[config.mk]
export PLATFORM = sky130hd
export DESIGN_NAME = countdown_timer_ctrl
export DESIGN_NICKNAME = d
export VERILOG_FILES = /design/src/rtl/countdown_timer_ctrl.sv
export SDC_FILE = /design/constraint.sdc
export NUM_CORES = 1
export LEC_CHECK = 0
export ABC_AREA = 1
export BUFFER_PORTS_ARGS = -buffer_cell sky130_fd_sc_hd__buf_2
export CAP_MARGIN = 20
export CELL_PAD_IN_SITES_DETAIL_PLACEMENT = 1
export CELL_PAD_IN_SITES_GLOBAL_PLACEMENT = 2
export CORE_UTILIZATION = 35
export DETAILED_ROUTE_END_ITERATION = 7
export PLACE_DENSITY = 0.92
export SLEW_MARGIN = 20
export SYNTH_ARGS = -nofsm -noshare
export SYNTH_HDL_FRONTEND = slang
export SYNTH_SLANG_ARGS = --single-unit
export TNS_END_PERCENT = 50
[constraint.sdc]
create_clock -name clk -period 2.6 [get_ports clk]
set_input_delay 0.39 -clock clk [delete_from_list [all_inputs] [get_ports clk]]
set_output_delay 0.39 -clock clk [all_outputs]
set_load 0.005 [all_outputs]
[src/rtl/countdown_timer_ctrl.sv]
// Parametrised second-resolution countdown timer with start/pause, auto-reload and
// registered tick/expiry strobes. Define TIMER_WARN_EN to add the low-count warn output.
module countdown_timer_ctrl #(
  parameter int CLK_FREQ = 25000000,
  parameter int CNT_W    = 8,
  parameter int RST_VAL  = 4,
  parameter int WARN_TH  = 3
) (
  input  logic             clk,
  input  logic             rst,
  input  logic             load,
  input  logic [CNT_W-1:0] load_val,
  input  logic             start,
  input  logic             pause,
  input  logic             auto_reload,
  output logic [CNT_W-1:0] cur_val,
  output logic             running,
  output logic             expired,
  output logic             tick,
  output logic             done_pulse
`ifdef TIMER_WARN_EN
  ,
  output logic             warn
`endif
);

  localparam int PS_W = $clog2(CLK_FREQ);
  localparam logic [PS_W-1:0]  PS_MAX  = PS_W'(CLK_FREQ - 1);
  localparam logic [CNT_W-1:0] RST_CNT = CNT_W'(RST_VAL);
  localparam logic [CNT_W-1:0] CNT_ONE = CNT_W'(1);

  // Reject parameter sets the counter cannot represent.
  if (CLK_FREQ < 2 || WARN_TH < 0 || RST_VAL < 0 ||
      longint'(RST_VAL) >= (longint'(1) << CNT_W)) begin : g_param_check
    $error("countdown_timer_ctrl: illegal parameter set");
  end

  typedef enum logic [1:0] {
    ST_IDLE  = 2'd0,
    ST_RUN   = 2'd1,
    ST_PAUSE = 2'd2,
    ST_DONE  = 2'd3
  } state_e;

  state_e           state_q, state_d;
  logic [CNT_W-1:0] cur_q, cur_d;
  logic [CNT_W-1:0] reload_q, reload_d;
  logic [PS_W-1:0]  ps_q, ps_d;
  logic             running_q, running_d;
  logic             expired_q, expired_d;
  logic             tick_q, tick_d;
  logic             done_q, done_d;

  always_comb begin
    state_d  = state_q;
    cur_d    = cur_q;
    reload_d = reload_q;
    ps_d     = ps_q;
    tick_d   = 1'b0;
    done_d   = 1'b0;
    if (load) begin
      cur_d    = load_val;
      reload_d = load_val;
      ps_d     = '0;
      state_d  = ST_IDLE;
    end else begin
      case (state_q)
        ST_IDLE: begin
          if (start) begin
            if (cur_q != '0) begin
              state_d = ST_RUN;
              ps_d    = '0;
            end else begin
              state_d = ST_DONE;
              done_d  = 1'b1;
            end
          end
        end
        ST_RUN: begin
          if (ps_q == PS_MAX) begin
            ps_d   = '0;
            tick_d = 1'b1;
            // Last second of the count: either reload in place or stop at zero.
            if (cur_q <= CNT_ONE) begin
              done_d = 1'b1;
              if (auto_reload && reload_q != '0) begin
                cur_d = reload_q;
              end else begin
                cur_d   = '0;
                state_d = ST_DONE;
              end
            end else begin
              cur_d = cur_q - CNT_ONE;
            end
          end else begin
            ps_d = ps_q + PS_W'(1);
          end
          // Expiry to DONE outranks a simultaneous pause request.
          if (pause && state_d == ST_RUN) begin
            state_d = ST_PAUSE;
          end
        end
        ST_PAUSE: begin
          if (start && !pause) begin
            state_d = ST_RUN;
          end
        end
        ST_DONE: begin
          if (start && reload_q != '0) begin
            cur_d   = reload_q;
            ps_d    = '0;
            state_d = ST_RUN;
          end
        end
        default: begin
          state_d = ST_IDLE;
        end
      endcase
    end
    running_d = (state_d == ST_RUN);
    expired_d = (state_d == ST_DONE);
  end

`ifdef TIMER_WARN_EN
  localparam logic [CNT_W:0] WARN_LIM = (CNT_W + 1)'(WARN_TH);

  logic warn_q, warn_d;

  always_comb begin
    warn_d = (state_d == ST_RUN || state_d == ST_PAUSE) &&
             (cur_d != '0) && ({1'b0, cur_d} <= WARN_LIM);
  end

  always_ff @(posedge clk) begin
    if (rst) begin
      warn_q <= 1'b0;
    end else begin
      warn_q <= warn_d;
    end
  end

  assign warn = warn_q;
`endif

  always_ff @(posedge clk) begin
    if (rst) begin
      state_q   <= ST_IDLE;
      cur_q     <= RST_CNT;
      reload_q  <= RST_CNT;
      ps_q      <= '0;
      running_q <= 1'b0;
      expired_q <= 1'b0;
      tick_q    <= 1'b0;
      done_q    <= 1'b0;
    end else begin
      state_q   <= state_d;
      cur_q     <= cur_d;
      reload_q  <= reload_d;
      ps_q      <= ps_d;
      running_q <= running_d;
      expired_q <= expired_d;
      tick_q    <= tick_d;
      done_q    <= done_d;
    end
  end

  assign cur_val    = cur_q;
  assign running    = running_q;
  assign expired    = expired_q;
  assign tick       = tick_q;
  assign done_pulse = done_q;

endmodule

==> results.ini, run 1 <==
[run]
maxCapViolations=0

[clock_network]
post-cts-setup-buffers=0
clock-sinks=47
worstSkewPairLatency_ps=310
cts_tree=built
cts_buffer_depth=2
cts.clk_slew.worst_paths_ps=100
h-tree-depth=2
clockRootBuffer=clkbuf_8
cts_made_buffers=5
cts-resized-gates=0
hold_buffers=0

[placement]
portBuffers=25
hpwlAfterDp_um=7350
gp_congestion=0.872
postPlaceCellArea_mm2=0.00338

[die]
num_rows=34
die_h_um=97.6
io_pins=26
start_util_pct=36.5
die_w_um=97.6
core_region_area_mm2=0.00876
die_area_mm2=0.00952

[sta]
finalSetupTns_ps=0
drv_slew=0
max_freq_ghz=0.510
worst_pin_slew_ps=657
skew_ps=16.1
rsz0062_at_grt=no
final.min_clock_period_ps=1960
setup_viol=0
relSlewSlack_pct=56.1
finalCritPeriodShare_pct=75.5
hold_violations=0

[worst_setup_path]
cp-start-kind=register
cp.required_ps=2840
cp-end-kind=register
cp.arrival_ps=2200
crit_chain=inv_1 > ha_1 > inv_1 > nand2_1 > nand2_1 > nor2_2 > nand3_1 > nand2_2 > nand3_1 > nand2_1 > nor2_1 > nor2_1
crit_buf_inv=2
path_common_cell=nand2_1
worstPathMaxFanout=7
crit_family=simple AND/OR/NAND/NOR gates
crit_type=register to register
cpPeakStageDelay_ps=340
r2r_setup_slack_ps=640
critPathSlowestCell=dfxtp_1

[routing]
vias_per_cell=5.00
remaining_drc_errors=0
top_layer=met4
met2_length_um=4280
met3WireLength_um=229
dr.pass1.iters=4
drt_iter0_markers=163
routed_wl_um=9390
vias=3173
wl_met1_um=4800
ant_nets=0
wl_per_cell_um=14.8

[layout]
layout-drive-gt1-share_pct=18.2
diodes=0
area_growth_pct=9.59
most-common-layout-cells=nand2_1, nor2_1, inv_1
final_common_cell=nand2_1
nets=544
fillers=1193
design_area_mm2=0.00350

[logic_synthesis]
synth_area_mm2=0.00320
synth_warnings=0
syn-mean-instance-area_um2=6.33
synth_cell_types=38
synth_edf_count=0
synthCells=505
ys_seq_elements=47
synthFlopType=dfxtp_1
async_reset_ff_share_pct=0
synth-seq-area-share_pct=29.4
synth_nets=523

[worst_hold_path]
hp-class=input pin to register

[grt]
grt_pass1_vias=3181
overflow=0
grtUsageTotal_pct=20.3
grt_max_degree=19
grt_antenna_before_repair=0
grt_pass1_wl_um=15600

[pwr]
vdd_ir_drop_max_mv=0.226
p_leak_nw=1.46
p_per_area_mw_per_mm2=467

[status]
status=finished clean

==> flip-flops by register name, indices dropped and copies added (netlist names) <==
register,flops
state_q,2
cur_val,8
expired,1
done_pulse,1
ps_q,25
tick,1
running,1
reload_q,8
==> per-layer routing <==
layer	vias to the layer above	GRT usage, %
li1	1637	-
met1	1499	29.7
met2	31	32.4
met3	6	2.37
met4	0	3.73
met5	-	0
==> stage by stage <==
stage / util (%) / total power, mW / hold WS, ps / worst slack, ps / instances
after floorplan: - / 0.987 / 455 / 1060 / 505
after global placement: 38.6 / 1.06 / 470 / 676 / 627
after detailed placement: 38.6 / 1.06 / 479 / 654 / 627
after CTS: 40.0 / 1.65 / 310 / 623 / 635
after global routing: 40.0 / 1.71 / 326 / 408 / 635
final: 40.0 / 1.64 / 309 / 638 / 635
==> power by group <==
| group | switching (mW) | internal (mW) | total [mW] |
|---|---|---|---|
| logic | 0.193 | 0.0871 | 0.280 |
| registers | 0.0242 | 0.743 | 0.768 |
| clock network | 0.277 | 0.312 | 0.589 |
==> cell usage after synthesis (2+ instances only) <==
library cell / instances / area share, %
clkbuf_2: 3 / 0.47
nor3_2: 4 / 1.3
nand3_1: 46 / 7.2
nand3_2: 2 / 0.63
nor2_2: 8 / 1.6
buf_2: 2 / 0.31
clkbuf_1: 3 / 0.35
inv_2: 8 / 0.94
nor3_1: 2 / 0.31
ha_1: 4 / 1.6
xor2_1: 7 / 1.9
nor2_1: 79 / 9.3
nand2_1: 132 / 16
dfxtp_1: 47 / 29
nand2_4: 3 / 1.1
inv_1: 58 / 6.8
a21oi_2: 7 / 1.9
o21ai_0: 10 / 1.6
nand4_1: 15 / 2.9
nand2_2: 19 / 3.7
nand3b_1: 3 / 0.70
nor3b_2: 2 / 0.78
nor2_4: 4 / 1.4
a21oi_1: 22 / 3.4
o21bai_1: 2 / 0.47
==> cell families (layout without fill, tap and decap cells) <==
logic type                 after synthesis  in the layout  share of synthesized area [%]
xor gates and xnor gates                 7              7                           1.92
buffers and inverters                   78            100                           10.3
AOI/OAI and AO/OA                       43             43                           7.79
DFF                                     47             47                           29.4
adders and majority gates                4              4                           1.57
and+or+nand+nor                        326            326                           49.0
==> area by class of cell <==
| type | count | area [um2] | area share (%) |
|---|---|---|---|
| Clock buffer | 6 | 82.6 | 2.36 |
| Inverter | 67 | 256 | 7.32 |
| Tap cell | 108 | 135 | 3.86 |
| Multi-Input combinational cell | 380 | 1930 | 55.0 |
| Clock inverter | 2 | 35.0 | 1.00 |
| Timing Repair Buffer | 25 | 125 | 3.57 |
| Sequential cell | 47 | 941 | 26.9 |
==> final timing paths <==
path                            depth (start not counted)         from          end
worst max-delay path                                   12   cur_val[0]   cur_val[3]
worst max register to register                         12   cur_val[0]   cur_val[3]
worst min register to register                          2  reload_q[3]  reload_q[3]
worst min-delay path                                    3  load_val[2]  reload_q[2]
==> worst min-delay path: stages <==
cell and delay, ps:
buf_2 80, nand2_1 60, nand2_1 60
(Power assumes the default switching activity.)
==> run 2: changes to the inputs <==
Settings changed: CORE_UTILIZATION 35 to 33, PLACE_DENSITY 0.92 to 0.87.
Clock period 2.6 ns to 2.04 ns, I/O delays scaled along.
==> results.ini, run 2 (same netlist as run 1, synthesis figures left out) <==
[layout]
area_growth_pct=11.4  ; was 9.59%
multi_input_area_mm2=0.00193  ; about the same
final_common_cell=nand2_1  ; unchanged
fillers=1257  ; was 1193
largest_reg_flops=25  ; unchanged
nets=551  ; was 544
design_area_mm2=0.00356  ; was 0.00350 mm2
regMostFlops=ps_q  ; unchanged
layout-drive-gt1-share_pct=19.9  ; was 18.2%
diodes=0  ; unchanged
regArea_um2=941  ; unchanged
most-common-layout-cells=nand2_1, nor2_1, inv_1  ; unchanged

[clock_network]
worstSkewPairLatency_ps=310  ; about the same
hold_buffers=0  ; unchanged
cts_made_buffers=5  ; unchanged
cts.clk_slew.worst_paths_ps=100  ; about the same
h-tree-depth=2  ; unchanged
clock-sinks=47  ; unchanged
cts_buffer_depth=2  ; unchanged
clockRootBuffer=clkbuf_8  ; unchanged
cts_tree=built  ; unchanged

[sta]
setup_viol=0  ; unchanged
rsz0062_at_grt=no  ; unchanged
skew_ps=11.0  ; was 16.1 ps
worst_pin_slew_ps=367  ; was 657 ps
relSlewSlack_pct=75.4  ; was 56.1%
final.min_clock_period_ps=1830  ; was 1960 ps
finalCritPeriodShare_pct=89.8  ; was 75.5%
hold_violations=0  ; unchanged
drv_slew=0  ; unchanged
finalSetupTns_ps=0  ; unchanged
max_freq_ghz=0.546  ; was 0.510 GHz

[worst_setup_path]
cp-start-kind=register  ; unchanged
r2r_start=cur_val[0]  ; unchanged
crit_buf_inv=4  ; was 2
r2r_setup_slack_ps=210  ; was 640 ps
worstPathMaxFanout=6  ; was 7
cp.required_ps=2250  ; was 2840 ps
crit_family=simple AND/OR/NAND/NOR gates  ; unchanged
r2r_cells=13  ; was 12
cp.depth=13  ; was 12
reg2reg_to=cur_val[7]  ; was cur_val[3]
cpPeakStageDelay_ps=350  ; was 340 ps
crit_type=register to register  ; unchanged
cp.arrival_ps=2040  ; was 2200 ps
critPathSlowestCell=dfxtp_1  ; unchanged
endpoint=cur_val[7]  ; was cur_val[3]
worstSetupStartpoint=cur_val[0]  ; unchanged
crit_chain=inv_2 > ha_2 > inv_1 > nand2_1 > nand2_1 > nor2_2 > inv_2 > nand2_2 > inv_2 > nand2_1 > nand3_1 > nor2_1 > nor2_1  ; was inv_1 > ha_1 > inv_1 > nand2_1 > nand2_1 > nor2_2 > nand3_1 > nand2_2 > nand3_1 > nand2_1 > nor2_1 > nor2_1
cp-end-kind=register  ; unchanged

[grt]
grt_pass1_wl_um=16500  ; was 15600 um
grt_pass1_vias=3309  ; was 3181
grt_antenna_before_repair=0  ; unchanged
grtUsageTotal_pct=20.8  ; was 20.3%
grt_max_degree=18  ; was 19
overflow=0  ; unchanged

[routing]
wl_per_cell_um=14.5  ; was 14.8 um
ant_nets=0  ; unchanged
vias_per_cell=4.87  ; was 5.00
remaining_drc_errors=0  ; unchanged
dr.pass1.iters=4  ; unchanged
vias=3226  ; was 3173
routed_wl_um=9620  ; was 9390 um
drt_iter0_markers=162  ; was 163

[pwr]
p_int_mw=1.31  ; was 1.14 mW
vdd_ir_drop_max_mv=0.282  ; was 0.226 mV
seq_power_share_pct=49.8  ; was 46.9%
p_sw_mw=0.650  ; was 0.494 mW
p_leak_nw=1.48  ; was 1.46 nW
p_comb_share_pct=18.7  ; was 17.1%
p_per_area_mw_per_mm2=552  ; was 467 mW/mm2
p_clk_share_pct=31.4  ; was 36.0%
swShare_pct=33.1  ; was 30.2%

[die]
core_region_area_mm2=0.00933  ; was 0.00876 mm2
io_pins=26  ; unchanged
die_area_mm2=0.0101  ; was 0.00952 mm2
start_util_pct=34.3  ; was 36.5%
num_rows=35  ; was 34
die_h_um=100  ; was 97.6 um
die_w_um=100  ; was 97.6 um

[placement]
postPlaceCellArea_mm2=0.00346  ; was 0.00338 mm2
portBuffers=25  ; unchanged
hpwlAfterDp_um=7680  ; was 7350 um
gp_congestion=0.907  ; was 0.872

[worst_hold_path]
hp-class=input pin to register  ; unchanged

[status]
status=finished clean  ; unchanged

[run]
maxCapViolations=0  ; unchanged

-- run 2: changes by cell type in the layout (fill, tap and decap cells not counted), moves of 2 or more --
cell	before	now
clkinvlp_4	0	2
buf_4	0	7
inv_2	8	10
inv_1	58	56
-- run 2: power groups by stage --
stage	clock [mW]	combinational (mW)	sequential, mW
after floorplan	0	0.264	0.995
after global placement	0	0.361	0.998
after detailed placement	0	0.369	0.999
after CTS	0.642	0.371	0.978
after global routing	0.681	0.419	0.984
final	0.617	0.368	0.978
-- run 2: layout make-up --
| cell class | instances | area share (%) |
|---|---|---|
| clock buffers | 5 | 1.93 |
| clock inverters | 3 | 0.668 |
| inverters | 67 | 7.21 |
| multi-input cells | 380 | 54.2 |
| flip-flops and latches | 47 | 26.4 |
| well taps | 129 | 4.54 |
| repair buffers | 32 | 4.99 |
-- run 2: worst min-delay path by stage --
stage / depth (start not counted) / endpoint / slack, ps / from
3_3_place_gp: 2 / reload_q[1] / 470 / reload_q[1]
3_5_place_dp: 2 / reload_q[3] / 480 / reload_q[3]
6_report: 3 / reload_q[2] / 220 / load_val[2]
4_1_cts: 3 / reload_q[2] / 220 / load_val[2]
2_1_floorplan: 2 / reload_q[2] / 430 / load_val[2]
5_1_grt: 3 / reload_q[2] / 220 / load_val[2]
-- run 2: worst reg2reg max path: cells and delay by family (launching register included) --
kind,cells,cell delay [ps]
and+or+nand+nor,8,810
DFF,1,350
buffers and inverters,4,330
adders and majority gates,1,240
-- run 2: what timing repair did --
item / in CTS / in global routing
setup endpoints to repair: 0 / 7
gates resized for setup: 0 / 3
buffers inserted: 0 / 0
-- run 2: metal layers --
metal  wire [um]  global-route usage [%]
met3         295                    2.65
met1        5010                    30.9
met5           0                       0
met4          69                    3.68
met2        4250                    32.3
-- run 2: stage by stage --
stage / std cells / total power, mW / hold WS (ps) / setup slack [ps] / util (%)
6_report: 663 / 1.96 / 224 / 208 / 38.1
5_1_grt: 663 / 2.08 / 223 / 27.6 / 38.1
4_1_cts: 663 / 1.99 / 217 / 84.1 / 38.1
3_5_place_dp: 655 / 1.37 / 479 / 114 / 37.1
3_3_place_gp: 655 / 1.36 / 469 / 151 / 37.1
2_1_floorplan: 505 / 1.26 / 435 / 497 / -
